[config.mk]
export PLATFORM = sky130hd
export DESIGN_NAME = rx_frame_wr16_flat
export DESIGN_NICKNAME = d
export VERILOG_FILES = /design/src/rtl/rx_frame_wr16_if.sv /design/src/rtl/rx_frame_wr16.sv /design/src/flat_wrapper.sv
export SDC_FILE = /design/constraint.sdc
export NUM_CORES = 1
export LEC_CHECK = 0
export CAP_MARGIN = 10
export CORE_MARGIN = 1.5
export CORE_UTILIZATION = 53
export DETAILED_ROUTE_END_ITERATION = 10
export MAX_ROUTING_LAYER = met4
export PLACE_DENSITY_LB_ADDON = 0.2
export SLEW_MARGIN = 20
export SYNTH_ARGS = -nofsm -noshare
export SYNTH_HDL_FRONTEND = slang
export SYNTH_SLANG_ARGS = --single-unit
export TNS_END_PERCENT = 1
[constraint.sdc]
create_clock -name clk -period 6.7 [get_ports clk]
set_input_delay 1.005 -clock clk [delete_from_list [all_inputs] [get_ports clk]]
set_output_delay 1.005 -clock clk [all_outputs]
set_load 0.02 [all_outputs]
[src/rtl/rx_frame_wr16_if.sv]
// Stream, buffer port A and frame status signals of the rx_frame_wr16 write stage.
// slave is the write stage's view; master is the view of whatever drives it.
interface rx_frame_wr16_if #(
    parameter int ADDR_WIDTH = 13
);
    logic                  s_valid;
    logic [15:0]           s_data;
    logic                  s_last;
    logic [1:0]            s_keep;
    logic                  s_ready;

    logic                  mem_en;
    logic [1:0]            mem_we;
    logic [ADDR_WIDTH-1:0] mem_addr;
    logic [15:0]           mem_din;

    logic                  frame_done;
    logic [ADDR_WIDTH+1:0] frame_len;
    logic                  frame_err;
    logic                  busy;
    logic                  buf_release;

    modport slave (
        input  s_valid, s_data, s_last, s_keep, buf_release,
        output s_ready, mem_en, mem_we, mem_addr, mem_din,
               frame_done, frame_len, frame_err, busy
    );

    modport master (
        output s_valid, s_data, s_last, s_keep, buf_release,
        input  s_ready, mem_en, mem_we, mem_addr, mem_din,
               frame_done, frame_len, frame_err, busy
    );
endinterface

[src/rtl/rx_frame_wr16.sv]
// Writes a 16-bit valid/ready frame stream into buffer port A and holds the frame until released.
// Optional idle timeout in FILL/DROP is built when RX_FRAME_WR16_TIMEOUT_EN is defined.
module rx_frame_wr16 #(
    parameter int ADDR_WIDTH = 13,
    parameter int MAX_WORDS  = 8192,
    parameter int TIMEOUT    = 1024
) (
    input  logic           clk,
    input  logic           rstn,
    rx_frame_wr16_if.slave bus
);
    localparam int PW = ADDR_WIDTH + 1;
    localparam int LW = ADDR_WIDTH + 2;
    localparam logic [PW-1:0] LAST_PTR = PW'(MAX_WORDS - 1);
    localparam logic [LW-1:0] LEN_MAX  = LW'(2 * MAX_WORDS);

    if (MAX_WORDS < 1 || MAX_WORDS > (1 << ADDR_WIDTH) || TIMEOUT < 1) begin : g_bad_cfg
        $error("rx_frame_wr16: MAX_WORDS must be 1..2**ADDR_WIDTH and TIMEOUT at least 1");
    end

    typedef enum logic [1:0] {IDLE, FILL, DROP, DONE} state_t;

    state_t                r_state;
    state_t                w_next_state;
    logic                  r_ready;
    logic                  r_busy;
    logic                  r_done;
    logic                  r_mem_en;
    logic [1:0]            r_mem_we;
    logic [ADDR_WIDTH-1:0] r_mem_addr;
    logic [15:0]           r_mem_din;
    logic [PW-1:0]         r_wr_ptr;
    logic [LW-1:0]         r_len;
    logic                  r_err;

    logic                  w_accept;
    logic                  w_at_end;
    logic                  w_half;
    logic                  w_write;
    logic                  w_start;
    logic                  w_overflow;
    logic                  w_timeout;
    logic [LW-1:0]         w_len_sum;

    assign w_accept  = bus.s_valid & r_ready;
    assign w_at_end  = (r_wr_ptr == LAST_PTR);
    assign w_half    = bus.s_last & (bus.s_keep == 2'b01);
    assign w_len_sum = (w_start ? '0 : r_len) + (w_half ? LW'(1) : LW'(2));

`ifdef RX_FRAME_WR16_TIMEOUT_EN
    localparam int TW = $clog2(TIMEOUT + 1);

    logic [TW-1:0] r_idle_cnt;
    logic          w_counting;

    assign w_counting = (r_state == FILL) || (r_state == DROP);
    assign w_timeout  = w_counting & ~bus.s_valid & (r_idle_cnt == TW'(TIMEOUT - 1));

    always_ff @(posedge clk or negedge rstn) begin
        if (!rstn) begin
            r_idle_cnt <= '0;
        end else if (!w_counting || bus.s_valid) begin
            r_idle_cnt <= '0;
        end else begin
            r_idle_cnt <= r_idle_cnt + 1'b1;
        end
    end
`else
    assign w_timeout = 1'b0;
`endif

    always_ff @(posedge clk or negedge rstn) begin
        if (!rstn) begin
            r_state <= IDLE;
        end else begin
            r_state <= w_next_state;
        end
    end

    // A beat written at the last buffer slot without s_last is the overflow point.
    always_comb begin
        w_next_state = r_state;
        w_write      = 1'b0;
        w_start      = 1'b0;
        w_overflow   = 1'b0;
        case (r_state)
            IDLE: begin
                if (w_accept) begin
                    w_write = 1'b1;
                    w_start = 1'b1;
                    if (bus.s_last) begin
                        w_next_state = DONE;
                    end else if (w_at_end) begin
                        w_next_state = DROP;
                        w_overflow   = 1'b1;
                    end else begin
                        w_next_state = FILL;
                    end
                end
            end
            FILL: begin
                if (w_accept) begin
                    w_write = 1'b1;
                    if (bus.s_last) begin
                        w_next_state = DONE;
                    end else if (w_at_end) begin
                        w_next_state = DROP;
                        w_overflow   = 1'b1;
                    end
                end else if (w_timeout) begin
                    w_next_state = DONE;
                end
            end
            DROP: begin
                if (w_accept && bus.s_last) begin
                    w_next_state = DONE;
                end else if (w_timeout) begin
                    w_next_state = DONE;
                end
            end
            DONE: begin
                if (bus.buf_release) begin
                    w_next_state = IDLE;
                end
            end
            default: w_next_state = IDLE;
        endcase
    end

    always_ff @(posedge clk or negedge rstn) begin
        if (!rstn) begin
            r_ready    <= 1'b0;
            r_busy     <= 1'b0;
            r_done     <= 1'b0;
            r_mem_en   <= 1'b0;
            r_mem_we   <= 2'b00;
            r_mem_addr <= '0;
            r_mem_din  <= '0;
            r_wr_ptr   <= '0;
            r_len      <= '0;
            r_err      <= 1'b0;
        end else begin
            r_ready  <= (w_next_state != DONE);
            r_busy   <= (w_next_state == DONE);
            r_done   <= (w_next_state == DONE) && (r_state != DONE);
            r_mem_en <= w_write;
            r_mem_we <= w_write ? (w_half ? 2'b01 : 2'b11) : 2'b00;
            if (w_write) begin
                r_mem_addr <= r_wr_ptr[ADDR_WIDTH-1:0];
                r_mem_din  <= bus.s_data;
                r_len      <= (w_len_sum > LEN_MAX) ? LEN_MAX : w_len_sum;
            end
            if (r_state == DONE && bus.buf_release) begin
                r_wr_ptr <= '0;
            end else if (w_write) begin
                r_wr_ptr <= r_wr_ptr + 1'b1;
            end
            // Status from the previous frame stays visible until this frame's first write.
            if (w_start) begin
                r_err <= w_overflow;
            end else if (w_overflow || w_timeout) begin
                r_err <= 1'b1;
            end
        end
    end

    assign bus.s_ready    = r_ready;
    assign bus.mem_en     = r_mem_en;
    assign bus.mem_we     = r_mem_we;
    assign bus.mem_addr   = r_mem_addr;
    assign bus.mem_din    = r_mem_din;
    assign bus.frame_done = r_done;
    assign bus.frame_len  = r_len;
    assign bus.frame_err  = r_err;
    assign bus.busy       = r_busy;
endmodule

[src/flat_wrapper.sv]
// flat-port wrapper written by rule: the top's interface ports become plain ports
module rx_frame_wr16_flat 
#(
    parameter int ADDR_WIDTH = 13,
    parameter int MAX_WORDS  = 8192,
    parameter int TIMEOUT    = 1024
)
  (clk, rstn, bus_s_valid, bus_s_data, bus_s_last, bus_s_keep, bus_buf_release, bus_s_ready, bus_mem_en, bus_mem_we, bus_mem_addr, bus_mem_din, bus_frame_done, bus_frame_len, bus_frame_err, bus_busy);
  rx_frame_wr16_if #(.ADDR_WIDTH(ADDR_WIDTH)) bus_i ();
  input  logic clk;
  input  logic rstn;
  input wire logic [$bits(bus_i.s_valid)-1:0] bus_s_valid;
  input wire logic [$bits(bus_i.s_data)-1:0] bus_s_data;
  input wire logic [$bits(bus_i.s_last)-1:0] bus_s_last;
  input wire logic [$bits(bus_i.s_keep)-1:0] bus_s_keep;
  input wire logic [$bits(bus_i.buf_release)-1:0] bus_buf_release;
  output wire logic [$bits(bus_i.s_ready)-1:0] bus_s_ready;
  output wire logic [$bits(bus_i.mem_en)-1:0] bus_mem_en;
  output wire logic [$bits(bus_i.mem_we)-1:0] bus_mem_we;
  output wire logic [$bits(bus_i.mem_addr)-1:0] bus_mem_addr;
  output wire logic [$bits(bus_i.mem_din)-1:0] bus_mem_din;
  output wire logic [$bits(bus_i.frame_done)-1:0] bus_frame_done;
  output wire logic [$bits(bus_i.frame_len)-1:0] bus_frame_len;
  output wire logic [$bits(bus_i.frame_err)-1:0] bus_frame_err;
  output wire logic [$bits(bus_i.busy)-1:0] bus_busy;
  assign bus_i.s_valid = bus_s_valid;
  assign bus_i.s_data = bus_s_data;
  assign bus_i.s_last = bus_s_last;
  assign bus_i.s_keep = bus_s_keep;
  assign bus_i.buf_release = bus_buf_release;
  assign bus_s_ready = bus_i.s_ready;
  assign bus_mem_en = bus_i.mem_en;
  assign bus_mem_we = bus_i.mem_we;
  assign bus_mem_addr = bus_i.mem_addr;
  assign bus_mem_din = bus_i.mem_din;
  assign bus_frame_done = bus_i.frame_done;
  assign bus_frame_len = bus_i.frame_len;
  assign bus_frame_err = bus_i.frame_err;
  assign bus_busy = bus_i.busy;
  rx_frame_wr16 #(.ADDR_WIDTH(ADDR_WIDTH), .MAX_WORDS(MAX_WORDS), .TIMEOUT(TIMEOUT)) u_core (.clk(clk), .rstn(rstn), .bus(bus_i));
endmodule
==> flow_metrics.py <==
metrics = {
    "pwr": {
        "p_leak_nw": 1.824,
        "netSwitchingPower_mw": 0.5293,
        "ir_worst_vdd_mv": 0.2444,
        "clkPwrFrac_pct": 25.1,
        "combPwrFrac_pct": 35.7,
        "power.internal_mw": 0.9349,
        "swShare_pct": 36.15,
        "seq_power_share_pct": 39.1,
        "power_density_nw_per_um2": 362.7,
    },
    "sta": {
        "finalCriticalPeriod_ns": 3.787,
        "slew_violations": 0,
        "max_freq_mhz": 264.1,
        "fin_setup_tns_ns": 0,
        "fin_ws_ns": 2.913,
        "finalClockSkew_ns": 0.007919,
        "max-slew-margin-rel_pct": 45.69,
        "finalCritPeriodShare_pct": 56.52,
        "rsz0062_at_grt": "no",
        "setup_viol": 0,
        "worst_slew_pin_slew_ns": 0.8146,
        "hold_viol_final": 0,
    },
    "clock_network": {
        "postCtsHoldBufs": 0,
        "cts_tree": "built",
        "postCtsSetupRepairBufs": 0,
        "cts_root_buf": "clkbuf_8",
        "clk_latency_ns": 0.34,
        "cts_resized": 0,
        "htree_levels": 3,
        "clk_pin_slew_ns": 0.07,
        "cts.sinks": 66,
        "clk_path_buf_depth": 2,
        "cts_inserted_buffers": 9,
    },
    "setup_path": {
        "cp_slowest_cell": "clkdlybuf4s50_1",
        "critPathTopFamily": "simple AND/OR/NAND/NOR gates",
        "path_class": "input pin to flop",
        "crit_buf_inv": 3,
        "crit_fanout": 7,
        "crit_top_cell": "inv_1",
        "critPathMaxStageDelay_ns": 0.56,
        "cp.arrival_ns": 4.00,
        "critPathLaunchType": "input pin",
        "path_cells": "clkdlybuf4s50_1, nand2_1, or2_2, inv_1, ha_1, inv_1, fa_1, nand4b_1, or2_1, or3_1, nand3_2, o21ai_0",
        "crit_required_ns": 6.91,
        "cp-end-kind": "flop",
    },
    "route": {
        "firstDrtPassIters": 4,
        "drc": 0,
        "dr.first_iter.drc_count": 209,
        "routedWlPerCell_um": 13.85,
        "detail-route-antenna-nets": 0,
        "wl_um": 6661,
        "dr_total_vias": 2590,
        "routed_via_density": 5.385,
    },
    "yosys": {
        "synthAdderAreaFrac_pct": 1.886,
        "ys_warn_count": 0,
        "synth_top_family_by_area": "simple AND/OR/NAND/NOR gates",
        "synth_cells": 333,
        "syn-num-nets": 360,
        "synth_xor_area_share_pct": 3.731,
        "synthSimpleGateAreaFrac_pct": 25.79,
        "synth.distinct_cells": 47,
        "synth_mux_area_share_pct": 0.9840,
        "syn_avg_cell_area_sq_um": 9.164,
        "synth-seq-cells": 66,
        "seq_area_frac_synth_pct": 54.12,
        "synth-compound-area-share_pct": 9.348,
        "netlist_area_sq_um": 3052,
    },
    "placed_design": {
        "dp_slack_ns": 2.583,
        "place_hpwl_um": 4379,
        "io_buffers": 73,
        "placed_area_sq_um": 3817,
        "place_congestion": 0.8992,
        "dp_cells": 465,
    },
    "floorplan": {
        "die-area_sq_um": 6222,
        "die_w_um": 78.88,
        "dieHeight_um": 78.88,
        "core_area_sq_um": 5540,
        "ioPinCount": 74,
        "rows": 27,
        "start_util_pct": 55.08,
    },
    "layout": {
        "nets": 431,
        "diodes": 0,
        "fin_cells": 481,
        "fin_area_sq_um": 4036,
        "nFillCells": 421,
        "drive_above_1_share_pct": 7.090,
        "area_delta_synth_final_pct": 32.27,
    },
    "grt": {
        "track_usage_pct": 24.29,
        "grt_pass1_vias": 2485,
        "antenna_found_initial": 0,
        "grt_max_degree": 67,
        "grt_pass1_wl_um": 11390,
        "grt_overflow": 0,
    },
    "flow_run": {
        "cap_violations": 0,
    },
    "status": {
        "outcome": "finished, final reports clean",
    },
    "hold_path": {
        "hp-class": "flop to flop",
    },
}
-- power by group through the flow --
| stage | Sequential, mW | Clock, mW | Combinational (mW) |
|---|---|---|---|
| CTS | 0.571 | 0.376 | 0.528 |
| global placement | 0.575 | 0 | 0.514 |
| detailed placement | 0.577 | 0 | 0.523 |
| finish | 0.573 | 0.368 | 0.523 |
| global route | 0.585 | 0.391 | 0.578 |
| floorplan | 0.653 | 0 | 0.209 |
-- final cells by class --
cell class	count	area [sq um]	share of cell area, %
multi-input cells	238	1279	31.68
well taps	72	90.09	2.232
repair buffers	76	748.2	18.54
clock inverters	5	77.57	1.922
inverters	13	48.80	1.209
flip-flops and latches	66	1652	40.92
clock buffers	11	141.4	3.503
-- synthesized netlist by cell type (all sizes together) --
cell type	n	area, sq um
nand2	104	390.4
dfrtp	66	1652
nor2	19	71.32
o21ai	19	106.4
inv	12	45.04
buf	10	55.05
nand3	10	55.05
nor3	10	50.05
xnor2	10	87.58
nand4	8	50.05
a21oi	7	35.03
a31oi	6	37.54
clkbuf	6	22.52
or3	6	42.54
ha	3	37.54
mux2i	3	30.03
o211ai	3	22.52
o31ai	3	22.52
xor2	3	26.28
a21o	2	15.01
and3	2	13.77
nand2b	2	12.51
nor2b	2	12.51
or2	2	12.52
a211oi	1	7.510
a222oi	1	10.01
a32o	1	10.01
and2	1	6.260
and2b	1	8.760
and4	1	8.760
and4bb	1	16.27
clkinv	1	3.750
fa	1	20.02
nand4b	1	8.760
nor3b	1	7.510
nor4	1	12.51
o31a	1	10.01
o41ai	1	8.760
or4	1	7.510
-- layout by cell type, fill, tap and decap left out, drive strengths merged, types with 2 or more instances in the layout --
cell	instances
a21o	2
clkdlybuf4s50	72
nand3	10
bufinv	2
or3	6
o31ai	3
xnor2	10
o211ai	3
a21oi	7
clkinv	3
a31oi	6
nand2b	2
buf	4
nand2	104
dfrtp	66
xor2	3
nor3	10
nand4	8
o21ai	19
nor2	19
mux2i	3
inv	12
or2	2
clkbuf	11
ha	3
nor2b	2
and3	2
-- cell families after synthesis --
family                     count (synthesis)
and+or+nand+nor                          173
xor gates and xnor gates                  13
buffers and inverters                     29
DFF                                       66
adders and majority gates                  4
AOI/OAI and AO/OA                         45
muxes                                      3
-- worst min-delay path, cell delays in order, from the launching register on --
cell and delay [ns]:
dfrtp_1 0.34, nand2_1 0.05, nand2_1 0.05
-- worst paths after layout --
| check | cells past startpoint | endpoint | startpoint | slack (ns) |
|---|---|---|---|---|
| min reg2reg | 2 | u_core.bus.mem_din[10] | u_core.bus.mem_din[10] | 0.47 |
| min | 2 | u_core.bus.mem_din[10] | u_core.bus.mem_din[10] | 0.47 |
| max | 12 | u_core.bus.frame_len[3] | bus_s_last | 2.91 |
| min in group asynchronous | 2 | u_core.bus.frame_len[12] | rstn | 0.82 |
| max in group asynchronous | 2 | u_core.bus.mem_addr[0] | rstn | 5.32 |
| max reg2reg | 10 | u_core.bus.frame_len[3] | u_core.r_state[0] | 3.61 |
-- metal layers --
layer / vias up / GRT usage, % / share of wire [%]
met3: 14 / 4.138 / 6.1
met2: 90 / 37.24 / 47
li1: 1257 / - / -
met4: 0 / 14.21 / 2.5
met5: - / - / 0
met1: 1229 / 30.62 / 44
-- metrics by stage --
stage          total power [mW]  hold WS [ns]  util [%]
2_1_floorplan            0.8624        0.4705         -
3_3_place_gp              1.089        0.4565     68.90
3_5_place_dp              1.100        0.4614     68.90
4_1_cts                   1.475        0.4784     72.85
5_1_grt                   1.554        0.4946     72.85
6_report                  1.464        0.4731     72.85
-- state kept, by name, indices dropped and copies added (netlist names) --
register,count
u_core.bus.mem_addr,13
u_core.bus.frame_err,1
u_core.bus.mem_we,2
u_core.bus.frame_len,15
u_core.bus.mem_din,16
u_core.r_wr_ptr,14
u_core.bus.busy,1
u_core.bus.s_ready,1
u_core.r_state,2
u_core.bus.frame_done,1
No activity file was read; power rests on OpenSTA's default activity.
